--- config.mk ---
export PLATFORM = sky130hd
export DESIGN_NAME = dbus_router
export DESIGN_NICKNAME = d
export VERILOG_FILES = /design/src/rtl/dbus_router.sv
export SDC_FILE = /design/constraint.sdc
export NUM_CORES = 1
export LEC_CHECK = 0
export CORE_AREA = 2 2 160 162
export DETAILED_ROUTE_END_ITERATION = 12
export DIE_AREA = 0 0 162 164
export PLACE_DENSITY = 0.73
export SETUP_SLACK_MARGIN = 0.2
export SLEW_MARGIN = 10
export SYNTH_ARGS = -nofsm -noshare
export SYNTH_HDL_FRONTEND = slang
export SYNTH_SLANG_ARGS = --single-unit
--- constraint.sdc ---
create_clock -name clk -period 5.8 [get_ports clk]
set_clock_uncertainty 0.05 [all_clocks]
set_input_delay 1.16 -clock clk [delete_from_list [all_inputs] [get_ports clk]]
set_output_delay 1.16 -clock clk [all_outputs]
set_load 0.02 [all_outputs]
--- src/rtl/dbus_router.sv ---
// Data-bus router: decodes one master onto SLAVE_CNT address windows, tracks the
// transaction with a WAIT/HOLD/ERR FSM and reports unmapped, timeout and protocol faults.
module dbus_router #(
    parameter int unsigned XLEN        = 32,
    parameter int unsigned BUS_WIDTH   = 32,
    parameter int unsigned BUS_ACC_CNT = 3,
    parameter int unsigned SLAVE_CNT   = 6,
    // Defaults follow the femto memory map: ROM, TCM, SRAM, NOR, QSPI, BRIDGE (index 0..5).
    parameter logic [SLAVE_CNT*XLEN-1:0] SLAVE_BASE = {
        32'h8000_0000, 32'h4000_0000, 32'h3000_0000,
        32'h2000_0000, 32'h1000_0000, 32'h0000_0000
    },
    parameter logic [SLAVE_CNT*8-1:0] SLAVE_SPAN = {
        8'd28, 8'd24, 8'd24, 8'd20, 8'd16, 8'd16
    },
    parameter int unsigned TIMEOUT     = 255,
    localparam int unsigned ACC_W = (BUS_ACC_CNT > 1) ? $clog2(BUS_ACC_CNT) : 1
) (
    input  logic                           clk,
    input  logic                           rstn,

    input  logic                           m_req,
    input  logic [XLEN-1:0]                m_addr,
    input  logic                           m_w_rb,
    input  logic [ACC_W-1:0]               m_acc,
    input  logic [BUS_WIDTH-1:0]           m_wdata,
    output logic                           m_resp,
    output logic [BUS_WIDTH-1:0]           m_rdata,

    output logic [SLAVE_CNT-1:0]           s_req,
    output logic [XLEN-1:0]                s_addr,
    output logic                           s_w_rb,
    output logic [ACC_W-1:0]               s_acc,
    output logic [BUS_WIDTH-1:0]           s_wdata,
    input  logic [SLAVE_CNT-1:0]           s_resp,
    input  logic [SLAVE_CNT*BUS_WIDTH-1:0] s_rdata,

    output logic                           bus_fault,
    output logic [XLEN-1:0]                bus_fault_addr,
    output logic [1:0]                     bus_fault_code,
    input  logic                           bus_halt
);

    localparam int unsigned IDX_W = (SLAVE_CNT > 1) ? $clog2(SLAVE_CNT) : 1;
    localparam int unsigned CNT_W = (TIMEOUT > 0) ? $clog2(TIMEOUT + 1) : 1;

    localparam logic [1:0] CodeUnmapped = 2'b01;
    localparam logic [1:0] CodeTimeout  = 2'b10;
    localparam logic [1:0] CodeProtocol = 2'b11;

    typedef enum logic [1:0] {StIdle, StWait, StHold, StErr} state_e;

    state_e                 state_q;
    logic [IDX_W-1:0]       sel_q;
    logic [XLEN-1:0]        addr_q;
    logic [CNT_W-1:0]       cnt_q;
    logic [BUS_WIDTH-1:0]   hold_q;
    logic [BUS_WIDTH-1:0]   rdata_q;
    logic [1:0]             err_code_q;
    logic                   proto_q;
    logic                   proto_pend_q;

    logic [SLAVE_CNT-1:0]   hit;
    logic                   any_hit;
    logic [IDX_W-1:0]       sel_idx;
    logic [SLAVE_CNT-1:0]   req_vec;
    logic                   new_resp;
    logic [BUS_WIDTH-1:0]   new_rdata;
    logic                   cur_resp;
    logic [BUS_WIDTH-1:0]   cur_rdata;
    logic                   idle;
    logic                   viol;
    logic                   done;
    logic [BUS_WIDTH-1:0]   dlv_data;
    logic                   err_out;
    logic                   timeout_hit;

    assign s_addr  = m_addr;
    assign s_w_rb  = m_w_rb;
    assign s_acc   = m_acc;
    assign s_wdata = m_wdata;

    // Window masks are elaboration constants; a span of XLEN or more matches everything.
    for (genvar g = 0; g < int'(SLAVE_CNT); g++) begin : g_dec
        localparam int unsigned      SPAN = 32'(SLAVE_SPAN[g*8 +: 8]);
        localparam logic [XLEN-1:0] BASE = SLAVE_BASE[g*XLEN +: XLEN];
        localparam logic [XLEN-1:0] MASK =
            (SPAN >= XLEN) ? '0 : ~((XLEN'(1) << SPAN) - XLEN'(1));
        assign hit[g] = ((m_addr & MASK) == BASE);
    end

    // Scanning downwards leaves the lowest matching index selected.
    always_comb begin
        any_hit = 1'b0;
        sel_idx = '0;
        for (int i = int'(SLAVE_CNT) - 1; i >= 0; i--) begin
            if (hit[i]) begin
                any_hit = 1'b1;
                sel_idx = IDX_W'(i);
            end
        end
    end

    always_comb begin
        req_vec   = '0;
        new_resp  = 1'b0;
        new_rdata = '0;
        cur_resp  = 1'b0;
        cur_rdata = '0;
        for (int i = 0; i < int'(SLAVE_CNT); i++) begin
            if (IDX_W'(i) == sel_idx) begin
                req_vec[i] = 1'b1;
                new_resp   = s_resp[i];
                new_rdata  = s_rdata[i*BUS_WIDTH +: BUS_WIDTH];
            end
            if (IDX_W'(i) == sel_q) begin
                cur_resp  = s_resp[i];
                cur_rdata = s_rdata[i*BUS_WIDTH +: BUS_WIDTH];
            end
        end
    end

    assign idle        = (state_q == StIdle);
    assign viol        = m_req & ~idle;
    assign timeout_hit = (TIMEOUT != 0) && ((32'(cnt_q) + 32'd1) == TIMEOUT);

    always_comb begin
        done     = 1'b0;
        dlv_data = '0;
        unique case (state_q)
            StIdle: begin
                done     = m_req & any_hit & new_resp & ~bus_halt;
                dlv_data = new_rdata;
            end
            StWait: begin
                done     = cur_resp & ~bus_halt;
                dlv_data = cur_rdata;
            end
            StHold: begin
                done     = ~bus_halt;
                dlv_data = hold_q;
            end
            StErr: begin
                done     = ~bus_halt;
                dlv_data = '0;
            end
        endcase
    end

    // Combinational outputs are gated by rstn so they stay quiet while reset is held.
    assign s_req   = (rstn && m_req && idle && any_hit) ? req_vec : '0;
    assign m_resp  = rstn & done;
    assign m_rdata = m_resp ? dlv_data : rdata_q;

    assign err_out        = (state_q == StErr) & ~bus_halt;
    assign bus_fault      = rstn & (err_out | proto_pend_q);
    assign bus_fault_addr = bus_fault ? addr_q : '0;
    assign bus_fault_code = !bus_fault ? 2'b00 :
                            (err_out && !(proto_q || viol)) ? err_code_q : CodeProtocol;

    always_ff @(posedge clk or negedge rstn) begin
        if (!rstn) begin
            state_q      <= StIdle;
            sel_q        <= '0;
            addr_q       <= '0;
            cnt_q        <= '0;
            hold_q       <= '0;
            rdata_q      <= '0;
            err_code_q   <= 2'b00;
            proto_q      <= 1'b0;
            proto_pend_q <= 1'b0;
        end else begin
            proto_pend_q <= 1'b0;
            if (viol) begin
                proto_q <= 1'b1;
            end
            if (done) begin
                rdata_q <= dlv_data;
            end
            unique case (state_q)
                StIdle: begin
                    if (m_req) begin
                        addr_q <= m_addr;
                        if (any_hit) begin
                            sel_q <= sel_idx;
                            if (new_resp) begin
                                if (bus_halt) begin
                                    hold_q  <= new_rdata;
                                    state_q <= StHold;
                                end
                            end else begin
                                cnt_q   <= '0;
                                state_q <= StWait;
                            end
                        end else begin
                            err_code_q <= CodeUnmapped;
                            state_q    <= StErr;
                        end
                    end
                end
                StWait: begin
                    if (cur_resp) begin
                        if (bus_halt) begin
                            hold_q  <= cur_rdata;
                            state_q <= StHold;
                        end else begin
                            state_q <= StIdle;
                            if (proto_q || viol) begin
                                proto_pend_q <= 1'b1;
                                proto_q      <= 1'b0;
                            end
                        end
                    end else if (timeout_hit) begin
                        err_code_q <= CodeTimeout;
                        state_q    <= StErr;
                    end else begin
                        cnt_q <= cnt_q + CNT_W'(1);
                    end
                end
                StHold: begin
                    if (!bus_halt) begin
                        state_q <= StIdle;
                        if (proto_q || viol) begin
                            proto_pend_q <= 1'b1;
                            proto_q      <= 1'b0;
                        end
                    end
                end
                StErr: begin
                    // The protocol code is reported here, so no standalone pulse follows.
                    if (!bus_halt) begin
                        state_q <= StIdle;
                        proto_q <= 1'b0;
                    end
                end
            endcase
        end
    end

endmodule

==> flow_summary.json <==
{
  "hold_viol_final": 0,
  "crit_chain": "clkdlybuf4s50_1, nor4_4, buf_4, a31oi_1, o211a_2, buf_4, a221oi_1, a2bb2oi_1, o21ai_0, mux2_2, clkdlybuf4s50_1",
  "initial_core_util": 0.396,
  "dp_hpwl_mm": 27.6,
  "cp_top_family": "buffers and inverters",
  "port_buffers": 339,
  "num_io_pins": 410,
  "area_growth_pct": 41.4,
  "worstSetupPathType": "primary input to output pin",
  "final_nets": 1666,
  "antenna_left": 0,
  "dieArea_um2": 26600,
  "synthFlopType": "dfrtp_1",
  "ir_worst_vdd_v": 0.000223,
  "synth_edf_count": 0,
  "drc": 0,
  "worst_slew_pin_slew_ps": 998,
  "min_period_over_period": 0.967,
  "relSlewSlack": 0.335,
  "slew_violations": 0,
  "core_area_um2": 24800,
  "maxCapViolations": 0,
  "yosysWarnings": 0,
  "grt.total_usage": 0.287,
  "netlist_area_um2": 9830,
  "syn_avg_cell_area_um2": 8.61,
  "routed_wl_mm": 39.2,
  "antenna_found_initial": 8,
  "synth-async-reset-ratio": 1.00,
  "layout-drive-gt1-share": 0.142,
  "firstDrtPassIters": 6,
  "syn_nets": 1416,
  "cts.sinks": 113,
  "grt_pass1_wl_mm": 59.5,
  "num_rows": 58,
  "cts.hold.buffers_added": 0,
  "stdcell_count": 1743,
  "final_common_cell": "clkdlybuf4s50_1",
  "ys_seq_area_frac": 0.288,
  "crit_path_top_delay_cell": "clkdlybuf4s50_1",
  "grt_pass1_vias": 10591,
  "clock_latency_ps": 420,
  "cts_root_buf": "clkbuf_16",
  "outcome": "finished clean",
  "setup-tns-final_ps": 0,
  "path_clk_slew_ps": 60,
  "synth_cell_types": 70,
  "routed_via_density": 6.06,
  "start_kind": "primary input",
  "die_width_um": 162,
  "ys_ff_latch": 113,
  "dieHeight_um": 164,
  "grt_max_degree": 73,
  "placedCellCount": 1701,
  "wl_per_cell_um": 22.5,
  "grt-ovfl-total": 0,
  "crit_fanout": 7,
  "synthCells": 1141,
  "clockBufferDepth": 2,
  "final_cell_mix": "clkdlybuf4s50_1 (311), nand2_1 (118), dfrtp_1 (112)",
  "path_buf_inv": 4,
  "rsz0062_at_grt": "true",
  "hold_class": "flop to flop",
  "max_stage_delay_ps": 530,
  "timing.final.crit_period_ps": 5610,
  "power.density_nw_per_um2": 390,
  "cp.required_ps": 4590,
  "endpoint_kind": "output pin",
  "setup_violations": 0,
  "via_count": 10555,
  "crit_arrival_ps": 4400,
  "r2r_slack_ps": 2080,
  "cts_max_level": 4,
  "place_congestion": 0.937,
  "cts_tree": "yes",
  "p_leak_nw": 5.81,
  "max_freq_ghz": 0.178,
  "drtIter0Drc": 970,
  "holdWs_ps": 446,
  "cts_buffers": 17,
  "total_power_mw": 5.41
}
area by class of cell:
type | count | area, um^2
antenna | 9 | 22.5
inverter | 35 | 131
tap | 330 | 413
timing repair buffer | 392 | 3890
fill | 2286 | 10900
multi-input combinational | 832 | 6050
clock inverter | 15 | 124
sequential | 113 | 2830
clock buffer | 17 | 425
synth_stat cells (all sizes together) (8+ instances only):
| master | n | area, um^2 |
|---|---|---|
| a21o | 11 | 82.6 |
| a21oi | 55 | 275 |
| a221o | 12 | 120 |
| a221oi | 10 | 87.6 |
| a22o | 8 | 70.1 |
| a22oi | 103 | 773 |
| a2bb2oi | 15 | 131 |
| a31oi | 47 | 294 |
| and2 | 47 | 294 |
| and3 | 16 | 100 |
| buf | 103 | 711 |
| clkbuf | 58 | 218 |
| dfrtp | 113 | 2830 |
| inv | 34 | 128 |
| mux2 | 73 | 893 |
| mux2i | 53 | 531 |
| nand2 | 119 | 447 |
| nor2 | 37 | 155 |
| o211ai | 36 | 270 |
| o21a | 9 | 67.6 |
| o21ai | 75 | 390 |
| o221ai | 8 | 70.1 |
| o31ai | 15 | 113 |
worst register-to-register path: stages, from the launching register on:
cell       delay (ps)
dfrtp_2          1020
nand2b_1          370
a2bb2oi_1         240
o21a_1            150
nand2_1           430
and3_2            910
mux2_2            430
timing repair:
action / in CTS / in global routing
buffers inserted: 1 / 0
gates resized for setup: 7 / 27
pin swaps: 1 / 3
setup endpoints to repair: 24 / 27
cells by family after synthesis:
logic type	after synthesis	share of synthesized area
AO/OA/AOI/OAI	424	0.298
AND/OR/NAND/NOR	270	0.141
buffers and inverters	196	0.108
multiplexers	131	0.156
flip-flops	113	0.288
adder cells (fa/ha/maj)	6	0.00764
XOR/XNOR	1	0.000892
power by group:
| part | switching [mW] | internal [mW] | leakage [nW] |
|---|---|---|---|
| clock | 0.436 | 0.558 | 0.261 |
| sequential | 0.242 | 1.15 | 1.37 |
| combinational | 1.65 | 1.38 | 4.17 |
per-layer routing:
metal | track usage | share of wire | vias to the layer above
met2 | 0.478 | 0.47 | 645
met1 | 0.349 | 0.39 | 5008
met4 | 0.123 | 0.037 | 8
met3 | 0.0798 | 0.097 | 137
met5 | 0 | 0.0013 | -
li1 | - | - | 4757
sequential cells by signal, indices dropped and copies added, names as in the netlist:
register / cells
rdata_q: 32
sel_q: 3
cnt_q: 8
err_code_q: 2
proto_pend_q: 1
hold_q: 32
proto_q: 1
state_q: 2
addr_q: 32
through the flow:
stage / utilization / setup slack (ps) / instance area [um^2]
2_1_floorplan: - / 1200 / 9830
3_3_place_gp: 0.533 / 154 / 13200
3_5_place_dp: 0.533 / 51.1 / 13200
4_1_cts: 0.556 / 202 / 13800
5_1_grt: 0.559 / 64.7 / 13900
6_report: 0.560 / 190 / 13900
worst paths after layout:
check	startpoint	endpoint	cells after the start
max	m_addr[23]	m_rdata[7]	11
min	addr_q[8]	addr_q[8]	1
max reg2reg	sel_q[2]	hold_q[23]	6
min reg2reg	addr_q[8]	addr_q[8]	1
max in group asynchronous	rstn	sel_q[2]	2
min in group asynchronous	rstn	rdata_q[25]	1
(Power assumes the default switching activity.)
